## config.mk

```make
export PLATFORM = sky130hd
export DESIGN_NAME = occ_fetch
export DESIGN_NICKNAME = d
export VERILOG_FILES = /design/src/rtl/occ_fetch.sv
export SDC_FILE = /design/constraint.sdc
export NUM_CORES = 1
export LEC_CHECK = 0
export ABC_AREA = 1
export CAP_MARGIN = 20
export CORE_UTILIZATION = 47
export DETAILED_ROUTE_END_ITERATION = 6
export PLACE_DENSITY = 0.92
export SETUP_SLACK_MARGIN = 0.02
export SYNTH_ARGS = -nofsm -noshare
export SYNTH_HDL_FRONTEND = slang
export SYNTH_SLANG_ARGS = --single-unit
```

## constraint.sdc

```tcl
create_clock -name clk -period 5.7 [get_ports clk]
set_input_delay 0.57 -clock clk [delete_from_list [all_inputs] [get_ports clk]]
set_output_delay 0.57 -clock clk [all_outputs]
set_load 0.05 [all_outputs]
```

## src/rtl/occ_fetch.sv

```systemverilog
// Fetches Occ(read_i, k-1) and Occ(read_i, l) plus C(read_i) for one search step and hands the bundle to ex.
// Latency: normal 2*RD_LAT+3, k==0 RD_LAT+2, control step 1 cycle; one step held at a time, stalls on out_ready.
module occ_fetch #(
  parameter int          RD_LAT   = 1,
  parameter logic [11:0] OCC_BASE = 12'h000
) (
  input  logic        clk,
  input  logic        rst,
  input  logic        in_valid,
  output logic        in_ready,
  input  logic [4:0]  position_in,
  input  logic [11:0] addr_in,
  input  logic [7:0]  i_in,
  input  logic [7:0]  z_in,
  input  logic [7:0]  k_in,
  input  logic [7:0]  l_in,
  input  logic [7:0]  d_i_in,
  input  logic [1:0]  read_i_in,
  input  logic [31:0] c_table,
  output logic        mem_en,
  output logic [11:0] mem_addr,
  input  logic [7:0]  mem_rdata,
  output logic        out_valid,
  input  logic        out_ready,
  output logic [4:0]  position_out,
  output logic [11:0] addr_out,
  output logic [7:0]  i_out,
  output logic [7:0]  z_out,
  output logic [7:0]  k_out,
  output logic [7:0]  l_out,
  output logic [7:0]  d_i_out,
  output logic [1:0]  read_i_out,
  output logic [7:0]  data_1_out,
  output logic [7:0]  data_2_out,
  output logic [7:0]  C_out
);

  typedef enum logic [2:0] {IDLE, ISSUE_A, WAIT_A, ISSUE_B, WAIT_B, OUT} state_t;

  localparam logic [7:0] WAIT_INIT = 8'(RD_LAT - 1);

  state_t      state_q;
  logic [7:0]  wait_cnt_q;
  logic        out_valid_q;
  logic        mem_en_q;
  logic [11:0] mem_addr_q;
  logic [4:0]  position_q;
  logic [11:0] addr_q;
  logic [7:0]  i_q, z_q, k_q, l_q, d_i_q;
  logic [1:0]  read_i_q;
  logic [7:0]  data_1_q, data_2_q, c_q;

  logic        in_fire;
  logic [7:0]  c_d;
  logic [11:0] addr_a_d, addr_b_in_d, addr_b_d;

  function automatic logic [11:0] occ_addr(input logic [1:0] b, input logic [7:0] idx);
    return OCC_BASE + {2'b00, b, idx};
  endfunction

  // OUT counts as idle for acceptance so a new step can enter on the output handshake cycle.
  assign in_ready    = !rst && (state_q == IDLE || state_q == OUT) && (!out_valid_q || out_ready);
  assign in_fire     = in_valid && in_ready;
  assign c_d         = position_in[4] ? 8'h00 : c_table[{read_i_in, 3'b000} +: 8];
  assign addr_a_d    = occ_addr(read_i_in, k_in - 8'd1);
  assign addr_b_in_d = occ_addr(read_i_in, l_in);
  assign addr_b_d    = occ_addr(read_i_q, l_q);

  always_ff @(posedge clk or posedge rst) begin
    if (rst) begin
      state_q     <= IDLE;
      wait_cnt_q  <= 8'd0;
      out_valid_q <= 1'b0;
      mem_en_q    <= 1'b0;
      mem_addr_q  <= 12'd0;
      position_q  <= 5'd0;
      addr_q      <= 12'd0;
      i_q         <= 8'd0;
      z_q         <= 8'd0;
      k_q         <= 8'd0;
      l_q         <= 8'd0;
      d_i_q       <= 8'd0;
      read_i_q    <= 2'd0;
      data_1_q    <= 8'd0;
      data_2_q    <= 8'd0;
      c_q         <= 8'd0;
    end else if (in_fire) begin
      position_q <= position_in;
      addr_q     <= addr_in;
      i_q        <= i_in;
      z_q        <= z_in;
      k_q        <= k_in;
      l_q        <= l_in;
      d_i_q      <= d_i_in;
      read_i_q   <= read_i_in;
      c_q        <= c_d;
      data_1_q   <= 8'd0;
      data_2_q   <= 8'd0;
      if (position_in[4]) begin
        state_q     <= OUT;
        out_valid_q <= 1'b1;
        mem_en_q    <= 1'b0;
        mem_addr_q  <= 12'd0;
      end else if (k_in == 8'd0) begin
        state_q     <= ISSUE_B;
        out_valid_q <= 1'b0;
        mem_en_q    <= 1'b1;
        mem_addr_q  <= addr_b_in_d;
      end else begin
        state_q     <= ISSUE_A;
        out_valid_q <= 1'b0;
        mem_en_q    <= 1'b1;
        mem_addr_q  <= addr_a_d;
      end
    end else begin
      case (state_q)
        ISSUE_A: begin
          mem_en_q   <= 1'b0;
          mem_addr_q <= 12'd0;
          wait_cnt_q <= WAIT_INIT;
          state_q    <= WAIT_A;
        end
        WAIT_A: begin
          if (wait_cnt_q == 8'd0) begin
            data_1_q   <= mem_rdata;
            state_q    <= ISSUE_B;
            mem_en_q   <= 1'b1;
            mem_addr_q <= addr_b_d;
          end else begin
            wait_cnt_q <= wait_cnt_q - 8'd1;
          end
        end
        ISSUE_B: begin
          mem_en_q   <= 1'b0;
          mem_addr_q <= 12'd0;
          wait_cnt_q <= WAIT_INIT;
          state_q    <= WAIT_B;
        end
        WAIT_B: begin
          if (wait_cnt_q == 8'd0) begin
            data_2_q    <= mem_rdata;
            state_q     <= OUT;
            out_valid_q <= 1'b1;
          end else begin
            wait_cnt_q <= wait_cnt_q - 8'd1;
          end
        end
        OUT: begin
          if (out_ready) begin
            out_valid_q <= 1'b0;
            state_q     <= IDLE;
          end
        end
        default: state_q <= IDLE;
      endcase
    end
  end

  assign mem_en       = mem_en_q;
  assign mem_addr     = mem_addr_q;
  assign out_valid    = out_valid_q;
  assign position_out = position_q;
  assign addr_out     = addr_q;
  assign i_out        = i_q;
  assign z_out        = z_q;
  assign k_out        = k_q;
  assign l_out        = l_q;
  assign d_i_out      = d_i_q;
  assign read_i_out   = read_i_q;
  assign data_1_out   = data_1_q;
  assign data_2_out   = data_2_q;
  assign C_out        = c_q;

endmodule

```

==> impl_metrics.toml, run 1 <==
[placement]
hpwl_um = 9794
placed_area_mm2 = 0.006884
routabilityCongestion = 0.8517
io_buffer_count = 198
place_ws_ns = 2.191
dp.cells = 902

[timing]
finalCritPeriodShare = 0.5009
min_period_ns = 2.855
max_slew_margin = 0.5024
hold_violations = 0
fin_hold_ws_ns = 0.4879
slew_violations = 0
setup-violations-final = 0
final.setup_skew_ns = 0.01308
finalWorstSetupSlack_ns = 2.845
rsz0062_at_grt = "no"
max_clock_freq_mhz = 350.3
worst_pin_slew_ns = 0.7464
tns_ns = 0

[power]
ir_worst_vdd_mv = 0.3607
leakagePower_nw = 3.454
total_power_mw = 4.499
power.density_mw_per_mm2 = 630.5

[logic_synthesis]
ys.flop_type = "dfrtp_1"
yosysSeqAreaShare = 0.5450
async_reset_ff_frac = 1.000
synth_cell_type_count = 30
synth_warnings = 0
netlist_area_mm2 = 0.004867
postSynthAreaPerCell_um2 = 8.194
synth_edf_count = 0
netlist_instances = 594
ys_ff_latch = 106

[floorplanning]
io_pins = 201
start_util = 0.4912
die_y_um = 103.8
coreArea_mm2 = 0.009910
fp.dieW_um = 103.8
num_rows = 36
die-area_mm2 = 0.01077

[route]
avgViaCountPerCell = 5.099
wl_per_cell_um = 14.66
routed_wirelength_um = 13480
routed-via-count = 4686
dr.pass1.iters = 6
drc = 0
drt_iter0_drc = 369
antenna_left = 0

[finish]
diodes = 0
area_growth_pct = 46.61
final_cell_count_no_fill = 919
drive_above_1_share = 0.03817
largest_register_ffs = 12
fill_cells = 749
fin_util = 0.7201
postLayoutCellArea_mm2 = 0.007136
nNetsFinal = 887

[clock_tree]
cts-root-buf = "clkbuf_8"
h-tree-depth = 3
post_cts_resized = 0
cts.sinks = 106
cts-buffers-inserted = 9
cts_tree = "done"
postCtsHoldBufs = 0
cts_setup_buffers = 0
cts.reportedPaths.clkPinSlew_ns = 0.10
worstSkewPairLatency_ns = 0.38
cts_buffer_depth = 2

[global_routing]
grt_overflow_total = 0
grt_max_degree = 95
grt_pass1_wl_um = 21800
grt_pass1_vias = 4622
grtUsageTotal = 0.2510
antenna_found_initial = 0

[hold_path]
min_path_cells = 2
hp-class = "reg -> reg"
whs_endpoint = "d_i_out[3]"
hold_path.startpoint = "d_i_out[3]"

[flow_run]
cap_violations = 0

[worst_setup_path]
crit_required_ns = 5.13
r2r_end = "addr_out[7]"
critical_path_class = "in -> out"
worstPathCellList = "clkdlybuf4s50_1 > inv_1 > a21oi_1 > nand2_1 > inv_1 > clkdlybuf4s50_1"
endpoint_kind = "primary output"
reg2reg_slack_ns = 3.15
cp.arrival_ns = 2.28
reg2reg_depth = 9
crit_path_top_delay_cell = "clkdlybuf4s50_1"
crit_path_start_kind = "input port"
path_max_fanout = 2
max_stage_delay_ns = 0.80
r2r-start = "state_q[1]"

[outcome]
status = "finished clean"
cells by family (layout without fill, tap and decap cells):
kind of cell    after synthesis  count (layout)  synth area share
simple gates                327             327            0.2722
flops                       106             106            0.5450
compound gates               83              83           0.09923
buf+inv                      69             260           0.06606
xor+xnor                      5               5          0.008997
fa+ha+maj                     3               3          0.007713
other cells                   1               2         0.0007705
critical path: cells and delay by family:
kind / cells / cell delay, ns
and+or+nand+nor: 1 / 0.10
AOI/OAI and AO/OA: 1 / 0.26
buffers and inverters: 4 / 1.36
Yosys cell counts (2+ instances only):
library cell | instances | area, um2
a21oi_1 | 19 | 95.09
a22o_1 | 8 | 70.07
a32oi_1 | 8 | 70.07
buf_1 | 2 | 7.510
buf_2 | 7 | 35.03
buf_4 | 7 | 52.55
buf_6 | 2 | 22.52
clkbuf_1 | 6 | 22.52
dfrtp_1 | 106 | 2653
ha_1 | 3 | 37.54
inv_1 | 40 | 150.1
inv_2 | 2 | 7.510
nand2_1 | 259 | 972.2
nand2_2 | 4 | 25.02
nand3_1 | 26 | 130.1
nand3_2 | 2 | 20.02
nand3b_1 | 3 | 22.52
nand4_1 | 5 | 31.28
nor2_1 | 26 | 97.59
o211ai_1 | 2 | 15.01
o21ai_0 | 34 | 170.2
o21ai_1 | 11 | 55.05
xor2_1 | 5 | 43.79
power by group:
| group | switching [mW] | internal [mW] | leakage [nW] |
|---|---|---|---|
| registers | 0.218 | 1.09 | 1.34 |
| logic | 1.80 | 0.852 | 2.00 |
| clock network | 0.271 | 0.264 | 0.114 |
| total | 2.29 | 2.21 | 3.45 |
cells in the final DEF (no fill, tap or decap), drive strengths merged, types with 2 or more instances in the layout:
| master | Yosys | layout |
|---|---|---|
| conb | 1 | 2 |
| o21ai | 45 | 45 |
| nand2 | 263 | 263 |
| bufinv | 0 | 2 |
| ha | 3 | 3 |
| a22o | 8 | 8 |
| inv | 42 | 45 |
| nor2 | 28 | 28 |
| buf | 19 | 3 |
| nand4 | 5 | 5 |
| xor2 | 5 | 5 |
| nand3 | 28 | 28 |
| dfrtp | 106 | 106 |
| a21oi | 19 | 19 |
| nand3b | 3 | 3 |
| a32oi | 8 | 8 |
| clkbuf | 7 | 10 |
| clkdlybuf4s50 | 0 | 198 |
| o211ai | 2 | 2 |
cell type report:
| class | count | area, um2 | area share |
|---|---|---|---|
| repair buffers | 201 | 2017 | 0.2827 |
| flip-flops and latches | 106 | 2653 | 0.3717 |
| multi-input cells | 420 | 1904 | 0.2669 |
| clock buffers | 10 | 137.6 | 0.01929 |
| inverters | 43 | 163.9 | 0.02297 |
| clock inverters | 6 | 93.84 | 0.01315 |
| well taps | 133 | 166.4 | 0.02332 |
worst max path at each step:
stage / startpoint / to / slack (ns) / cells past startpoint
3_5_place_dp: out_ready / position_out[3] / 2.19 / 8
2_1_floorplan: rst / C_out[0] / 2.34 / 1
5_1_grt: out_ready / addr_out[7] / 2.73 / 9
6_report: out_ready / in_ready / 2.85 / 6
4_1_cts: out_ready / position_out[3] / 2.60 / 8
3_3_place_gp: out_ready / d_i_out[7] / 2.31 / 8
metal layers:
| metal | global-route usage | up-vias | share of wire |
|---|---|---|---|
| met5 | 0 | - | 0 |
| met4 | 0.09082 | 0 | 0.022 |
| met3 | 0.06797 | 28 | 0.069 |
| met2 | 0.4406 | 198 | 0.50 |
| met1 | 0.2946 | 2201 | 0.40 |
| li1 | - | 2259 | - |
(Power assumes the default switching activity.)
==> run 2, diff against run 1 <==
--- a/config.mk
+++ b/config.mk
@@ -7,9 +7,9 @@
 export LEC_CHECK = 0
 export ABC_AREA = 1
 export CAP_MARGIN = 20
-export CORE_UTILIZATION = 47
+export CORE_UTILIZATION = 43
 export DETAILED_ROUTE_END_ITERATION = 6
-export PLACE_DENSITY = 0.92
+export PLACE_DENSITY = 0.85
 export SETUP_SLACK_MARGIN = 0.02
 export SYNTH_ARGS = -nofsm -noshare
 export SYNTH_HDL_FRONTEND = slang
==> constraint.sdc (replaced) <==
create_clock -name clk -period 2.7 [get_ports clk]
set_input_delay 0.27 -clock clk [delete_from_list [all_inputs] [get_ports clk]]
set_output_delay 0.27 -clock clk [all_outputs]
set_load 0.05 [all_outputs]
==> impl_metrics.toml, run 2 (synthesis results as in run 1) <==
[timing]
min_period_ns = 2.305
final.setup_skew_ns = 0.005147
max_clock_freq_mhz = 433.8
max_slew_margin = 0.5539
worst_pin_slew_ns = 0.6671
setup-violations-final = 0
hold_violations = 0
finalWorstSetupSlack_ns = 0.3947
finalCritPeriodShare = 0.8538
rsz0062_at_grt = "no"
slew_violations = 0
tns_ns = 0

[worst_setup_path]
crit_required_ns = 2.43
max_stage_delay_ns = 0.81
crit_path_start_kind = "flop"
path_common_cell = "nand2_1"
worstPathCellList = "nor2_1 > nand2_1 > nand2_2 > nand2_1 > inv_1 > clkdlybuf4s50_1"
endpoint_kind = "primary output"
critical_path_class = "reg -> out"
crit_path_top_delay_cell = "clkdlybuf4s50_1"
path_max_fanout = 5
cp.arrival_ns = 2.04

[finish]
nNetsFinal = 891
largest_register_ffs = 12
most-common-layout-cells = "nand2_1 (259), clkdlybuf4s50_1 (198), dfrtp_1 (106), inv_1 (39), o21ai_0 (34)"
area_growth_pct = 48.48
fin_util = 0.6609
final_common_cell = "nand2_1"
diodes = 0
final_cell_count_no_fill = 930
fill_cells = 899
drive_above_1_share = 0.04177
postLayoutCellArea_mm2 = 0.007227

[clock_tree]
cts-buffers-inserted = 9
postCtsHoldBufs = 0
post_cts_resized = 0
cts_setup_buffers = 0
cts-root-buf = "clkbuf_16"
cts_tree = "done"
worstSkewPairLatency_ns = 0.35
cts_buffer_depth = 2
cts.sinks = 106
h-tree-depth = 3
cts.reportedPaths.clkPinSlew_ns = 0.07

[route]
routed-via-count = 4632
routed_wirelength_um = 13810
avgViaCountPerCell = 4.981
antenna_left = 0
dr.pass1.iters = 5
drc = 0
wl_per_cell_um = 14.84
drt_iter0_drc = 311

[global_routing]
grt_pass1_vias = 4594
antenna_found_initial = 0
grt_max_degree = 65
grt_overflow_total = 0
grt_pass1_wl_um = 21780
grtUsageTotal = 0.2384

[flow_run]
cap_violations = 0

[power]
power.density_mw_per_mm2 = 1332
leakagePower_nw = 3.492
p_comb_frac = 0.584
p_int_mw = 4.788
clkPwrFrac = 0.130
ir_worst_vdd_mv = 1.003
sw_frac_of_total = 0.5027
p_switching_mw = 4.839
p_seq_frac = 0.286

[placement]
placed_area_mm2 = 0.006944
io_buffer_count = 198
routabilityCongestion = 0.8489
hpwl_um = 10030
dp.cells = 914
place_ws_ns = 0.4296

[hold_path]
hp-class = "in -> async"

[floorplanning]
coreArea_mm2 = 0.01094
num_rows = 38
die_y_um = 108.4
fp.dieW_um = 108.4
die-area_mm2 = 0.01175
io_pins = 201
start_util = 0.4451

[outcome]
status = "finished clean"
## run 2: cell count changes in the layout (fill, tap and decap cells not counted), sizes merged
| cell | before | now |
|---|---|---|
| buf | 3 | 7 |
| inv | 45 | 41 |
| clkinv | 1 | 4 |
| bufinv | 2 | 0 |
| clkbuf | 10 | 12 |
| clkinvlp | 1 | 2 |
## run 2: power groups by stage
stage	sequential [mW]	combinational, mW	clock (mW)
after floorplan	4.96	1.52	0
after CTS	2.75	5.65	1.27
after detailed placement	2.76	5.63	0
after global routing	2.84	5.96	1.35
final	2.75	5.62	1.25
after global placement	2.74	5.50	0
## run 2: final cells by class
class / instances / area [um2] / area share
Clock buffer: 12 / 256.5 / 0.03549
Tap cell: 140 / 175.2 / 0.02424
Sequential cell: 106 / 2653 / 0.3670
Clock inverter: 4 / 26.28 / 0.003636
Multi-Input combinational cell: 420 / 1904 / 0.2635
Inverter: 43 / 165.2 / 0.02285
Timing Repair Buffer: 205 / 2047 / 0.2832
## run 2: final timing paths
kind / from / end / slack (ns) / depth (start not counted)
worst max-delay path: state_q[0] / in_ready / 0.39 / 6
worst max register to register: wait_cnt_q[0] / mem_addr[2] / 0.75 / 10
min in group clk: d_i_in[5] / d_i_out[5] / 0.45 / 3
max in group asynchronous: rst / z_out[0] / 1.84 / 3
worst min-delay path: rst / data_1_out[3] / 0.38 / 3
worst min register to register: addr_out[11] / addr_out[11] / 0.48 / 2
## run 2: through the flow
stage / total power, mW / hold WS (ns)
final: 9.627 / 0.3837
after global routing: 10.16 / 0.4291
after CTS: 9.671 / 0.4085
after detailed placement: 8.394 / 0.4638
after global placement: 8.238 / 0.4608
after floorplan: 6.477 / 0.3796
## run 2: routing by layer
metal  vias up  global-route usage  share of wire
met2       155              0.4081           0.51
met1      2193              0.2803           0.41
li1       2263                   -              -
met5         -                   0              0
met3        21             0.06992          0.064
met4         0             0.09556          0.018
## run 2: worst max-delay path: cells and delay by family, from the launching register on
| kind | cells | cell delay [ns] |
|---|---|---|
| flops | 1 | 0.44 |
| buf+inv | 2 | 0.87 |
| simple gates | 4 | 0.38 |
==> patch 1 (settings of run 1) <==
Re-encode `state_t` (6 states) as one-hot, 6 bits wide.
--- a/src/rtl/occ_fetch.sv
+++ b/src/rtl/occ_fetch.sv
@@ -36,5 +36,5 @@
 );
 
-  typedef enum logic [2:0] {IDLE, ISSUE_A, WAIT_A, ISSUE_B, WAIT_B, OUT} state_t;
+  typedef enum logic [5:0] {IDLE = 6'b000001, ISSUE_A = 6'b000010, WAIT_A = 6'b000100, ISSUE_B = 6'b001000, WAIT_B = 6'b010000, OUT = 6'b100000} state_t;
 
   localparam logic [7:0] WAIT_INIT = 8'(RD_LAT - 1);
Function: no difference found for any inputs over 4 cycles, from zero or initial values and one cycle with rst high; so few cycles prove little.
==> patch 1 against run 1 <==
Area after synthesis grew 4.5%; combinational power is 6% lower; routed wire length increased by 0.86%; sequential cell count grew 3; design area increased by 2.8%; total power down 4.3%; fmax increased by 1.0%; sequential share of layout area hardly changed; setup slack improved by 0.029 ns; highest routed layer unchanged.
==> patch 1: results (changes against run 1) <==
Non-clock inverters 37 (was 43); main area contributors after synthesis dfrtp_1, nand2_1, nand3_1 (was dfrtp_1, nand2_1, o21ai_0); Area Growth Syn to Fin 44.3% (was 46.6%); total track usage 0.248 (was 0.251); sequential share of power 0.304 (was 0.291); Routed WL per cell 14.0 um (was 14.7 um); switching portion of total power 0.501 (was 0.509); first-pass GRT wire length 22,100 um (was 21,800 um); Reg2Reg Capture Point mem_addr[5]$_DFFE_PP0P_ (was addr_out[7]$_DFFE_PP0P_); largest net degree at the start of global routing 100 (was 95); Max rail drop VDD 0.381 mV (was 0.361 mV); complex-gate fraction of the synthesized area 0.0738 (was 0.0992); multi-input logic area 2070 um2 (was 1900 um2); Non-Filler Instances 970 (was 919); DP Wirelength 9920 um (was 9790 um); FF+latch area 2730 um2 (was 2650 um2); multi-input gates 472 (was 420); Avg Cell Area, Syn 7.90 um2 (was 8.19 um2); Place WS 2.73 ns (was 2.19 ns); Synth Area in Adders 0.00738 (was 0.00771); non-clock buffer count 200 (was 201); outcome finished clean (unchanged); register area share after synthesis 0.537 (was 0.545); Worst Path Arrival 2.26 ns (was 2.28 ns); clk sinks 109 (was 106); pwr dens 587 nW/um2 (was 630 nW/um2); Slew @ Worst Pin 1.01 ns (was 0.746 ns); vias per cell 5.01 (was 5.10); critical path's largest stage delay 0.78 ns (was 0.80 ns)
==> patch 1: changes by cell type in the layout (fill, tap and decap cells not counted), sizes merged, moves of 2 or more <==
cell | run 1 | this run
a21oi | 19 | 10
a22o | 8 | 0
a32o | 0 | 8
a32oi | 8 | 0
clkinv | 1 | 4
dfrtp | 106 | 108
inv | 45 | 36
nand2 | 263 | 315
nand3 | 28 | 34
nand3b | 3 | 1
nor2 | 28 | 36
xnor2 | 0 | 2
==> patch 1: per-layer routing <==
metal	global-route usage	wire length, um	vias up
li1	-	-	2386
met1	0.318	5840	2261
met2	0.423	6700	187
met3	0.0540	773	22
met4	0.0714	276	0
met5	0	0	-
==> patch 1: critical path, delay by kind of cell <==
kind / cells / cell delay [ns]
simple gates: 3 / 0.35
buf+inv: 3 / 1.33
==> patch 1: cells by family (layout without fill, tap and decap cells) <==
group,count (synthesis),count (layout)
buffers and inverters,64,253
adders and majority gates,3,3
DFF,109,109
and+or+nand+nor,394,394
other,1,2
xor gates and xnor gates,8,8
AOI/OAI and AO/OA,65,65
==> patch 2 (config.mk and constraints of run 1) <==
Without the edit above. Reset style: synchronous (`rst`), changed in one clocked block.
--- a/src/rtl/occ_fetch.sv
+++ b/src/rtl/occ_fetch.sv
@@ -67,5 +67,5 @@
   assign addr_b_d    = occ_addr(read_i_q, l_q);
 
-  always_ff @(posedge clk or posedge rst) begin
+  always_ff @(posedge clk) begin
     if (rst) begin
       state_q     <= IDLE;
Check against the original RTL: differs if rst is asserted again (counterexample within 4 cycles, from zero or initial values and one cycle with rst high); with rst held inactive, the same outputs for 10 cycles.
==> patch 2 against run 1 <==
Total power shrank 31%; setup slack lost 0.062 ns; critical endpoint is now mem_addr[5]$_SDFFE_PP0P_; routed wire length grew 2.1%; clock power shrank 19%; cell count grew 8.7%; critical path depth grew 1; area after synthesis shrank 2.4%; fmax shrank 2.1%; largest power group unchanged; largest cell class is now multi-input combinational cells; sequential cell count is the same; design area shrank 4.0%.
==> patch 2: results (changes against run 1) <==
outcome finished clean (unchanged); main area contributors after synthesis dfxtp_1, nand2_1, a21oi_1 (was dfrtp_1, nand2_1, o21ai_0); Routed WL per cell 13.8 um (was 14.7 um); FF-to-FF Start state_q[0]$_SDFFE_PP0P_ (was state_q[1]$_DFFE_PP0P_); violation count after the first detailed-route iteration 252 (was 369); final WL 13,800 um (was 13,500 um); dpl cell area 6680 um2 (was 6880 um2); synth unique cells 33 (was 30); Nets 967 (was 887); Switching Power 1520 uW (was 2290 uW); Register-to-Register Path Depth 6 (was 9); Pre-antenna DRT Iters 4 (was 6); Hold Crit Endpoint data_2_out[7]$_SDFFE_PP0P_ (was d_i_out[3]$_DFFE_PP0P_); largest area contributor in the netlist dfxtp_1 (was dfrtp_1); Synth Instances 686 (was 594); met1 Use GR 0.308 (was 0.295); pwr dens 454 nW/um2 (was 630 nW/um2); Routed met2 length 6870 um (was 6800 um); global placement routability congestion 0.889 (was 0.852); Cells after DPL 983 (was 902); # fillers 812 (was 749); Met1 Routed Length 5550 um (was 5440 um); first-pass GRT wire length 21,500 um (was 21,800 um); HP Start data_2_out[7]$_SDFFE_PP0P_ (was d_i_out[3]$_DFFE_PP0P_); Crit Path Max Fanout 85 (was 2); Reg2Reg Capture Point mem_addr[5]$_SDFFE_PP0P_ (was addr_out[7]$_DFFE_PP0P_); Global Route met2 Usage 0.440 (was 0.441); clock network fraction of total power 0.139 (was 0.119); P_seq 987 uW (was 1310 uW); Max rail drop VDD 0.322 mV (was 0.361 mV); P_leak 0.00270 uW (was 0.00345 uW); Worst Path Arrival 3.22 ns (was 2.28 ns); routed vias 5,047 (was 4,686); total track usage 0.261 (was 0.251); DP Wirelength 9710 um (was 9790 um)
-- patch 2: cell type report --
type | instances | area, um2 | area share
clock buffer | 10 | 128 | 0.0186
clock inverter | 6 | 48.8 | 0.00712
tap | 133 | 166 | 0.0243
sequential | 106 | 2120 | 0.310
timing repair buffer | 199 | 1980 | 0.290
multi-input combinational | 503 | 2240 | 0.327
inverter | 42 | 163 | 0.0237
-- patch 2: worst max path at each step --
stage / startpoint / to / slack [ns]
after floorplan: rst / in_ready / 3.84
after global placement: out_ready / k_out[1]$_SDFFE_PP0P_ / 2.53
after detailed placement: out_ready / mem_addr[5]$_SDFFE_PP0P_ / 2.44
after CTS: out_ready / k_out[0]$_SDFFE_PP0P_ / 2.81
after global routing: rst / mem_addr[1]$_SDFFE_PP0P_ / 2.51
final: out_ready / mem_addr[5]$_SDFFE_PP0P_ / 2.78
-- patch 2: cells by family after synthesis --
family                     after synthesis  share of synthesized area
xor gates and xnor gates                 2                    0.00369
adders and majority gates                3                    0.00790
buffers and inverters                   78                     0.0824
AOI/OAI and AO/OA                      137                      0.148
and+or+nand+nor                        359                      0.310
other                                    1                   0.000789
DFF                                    106                      0.447
-- patch 2: per-stage QoR --
stage / hold slack [ns] / setup WS [ns]
after CTS: 0.469 / 2.81
after floorplan: 0.442 / 3.84
final: 0.465 / 2.78
after global placement: 0.435 / 2.53
after detailed placement: 0.453 / 2.44
after global routing: 0.485 / 2.51
-- patch 2: worst max-delay path, delay by kind of cell --
family | cells | cell delay (ns)
and+or+nand+nor | 3 | 1.72
buffers and inverters | 2 | 0.52
AOI/OAI and AO/OA | 2 | 0.39
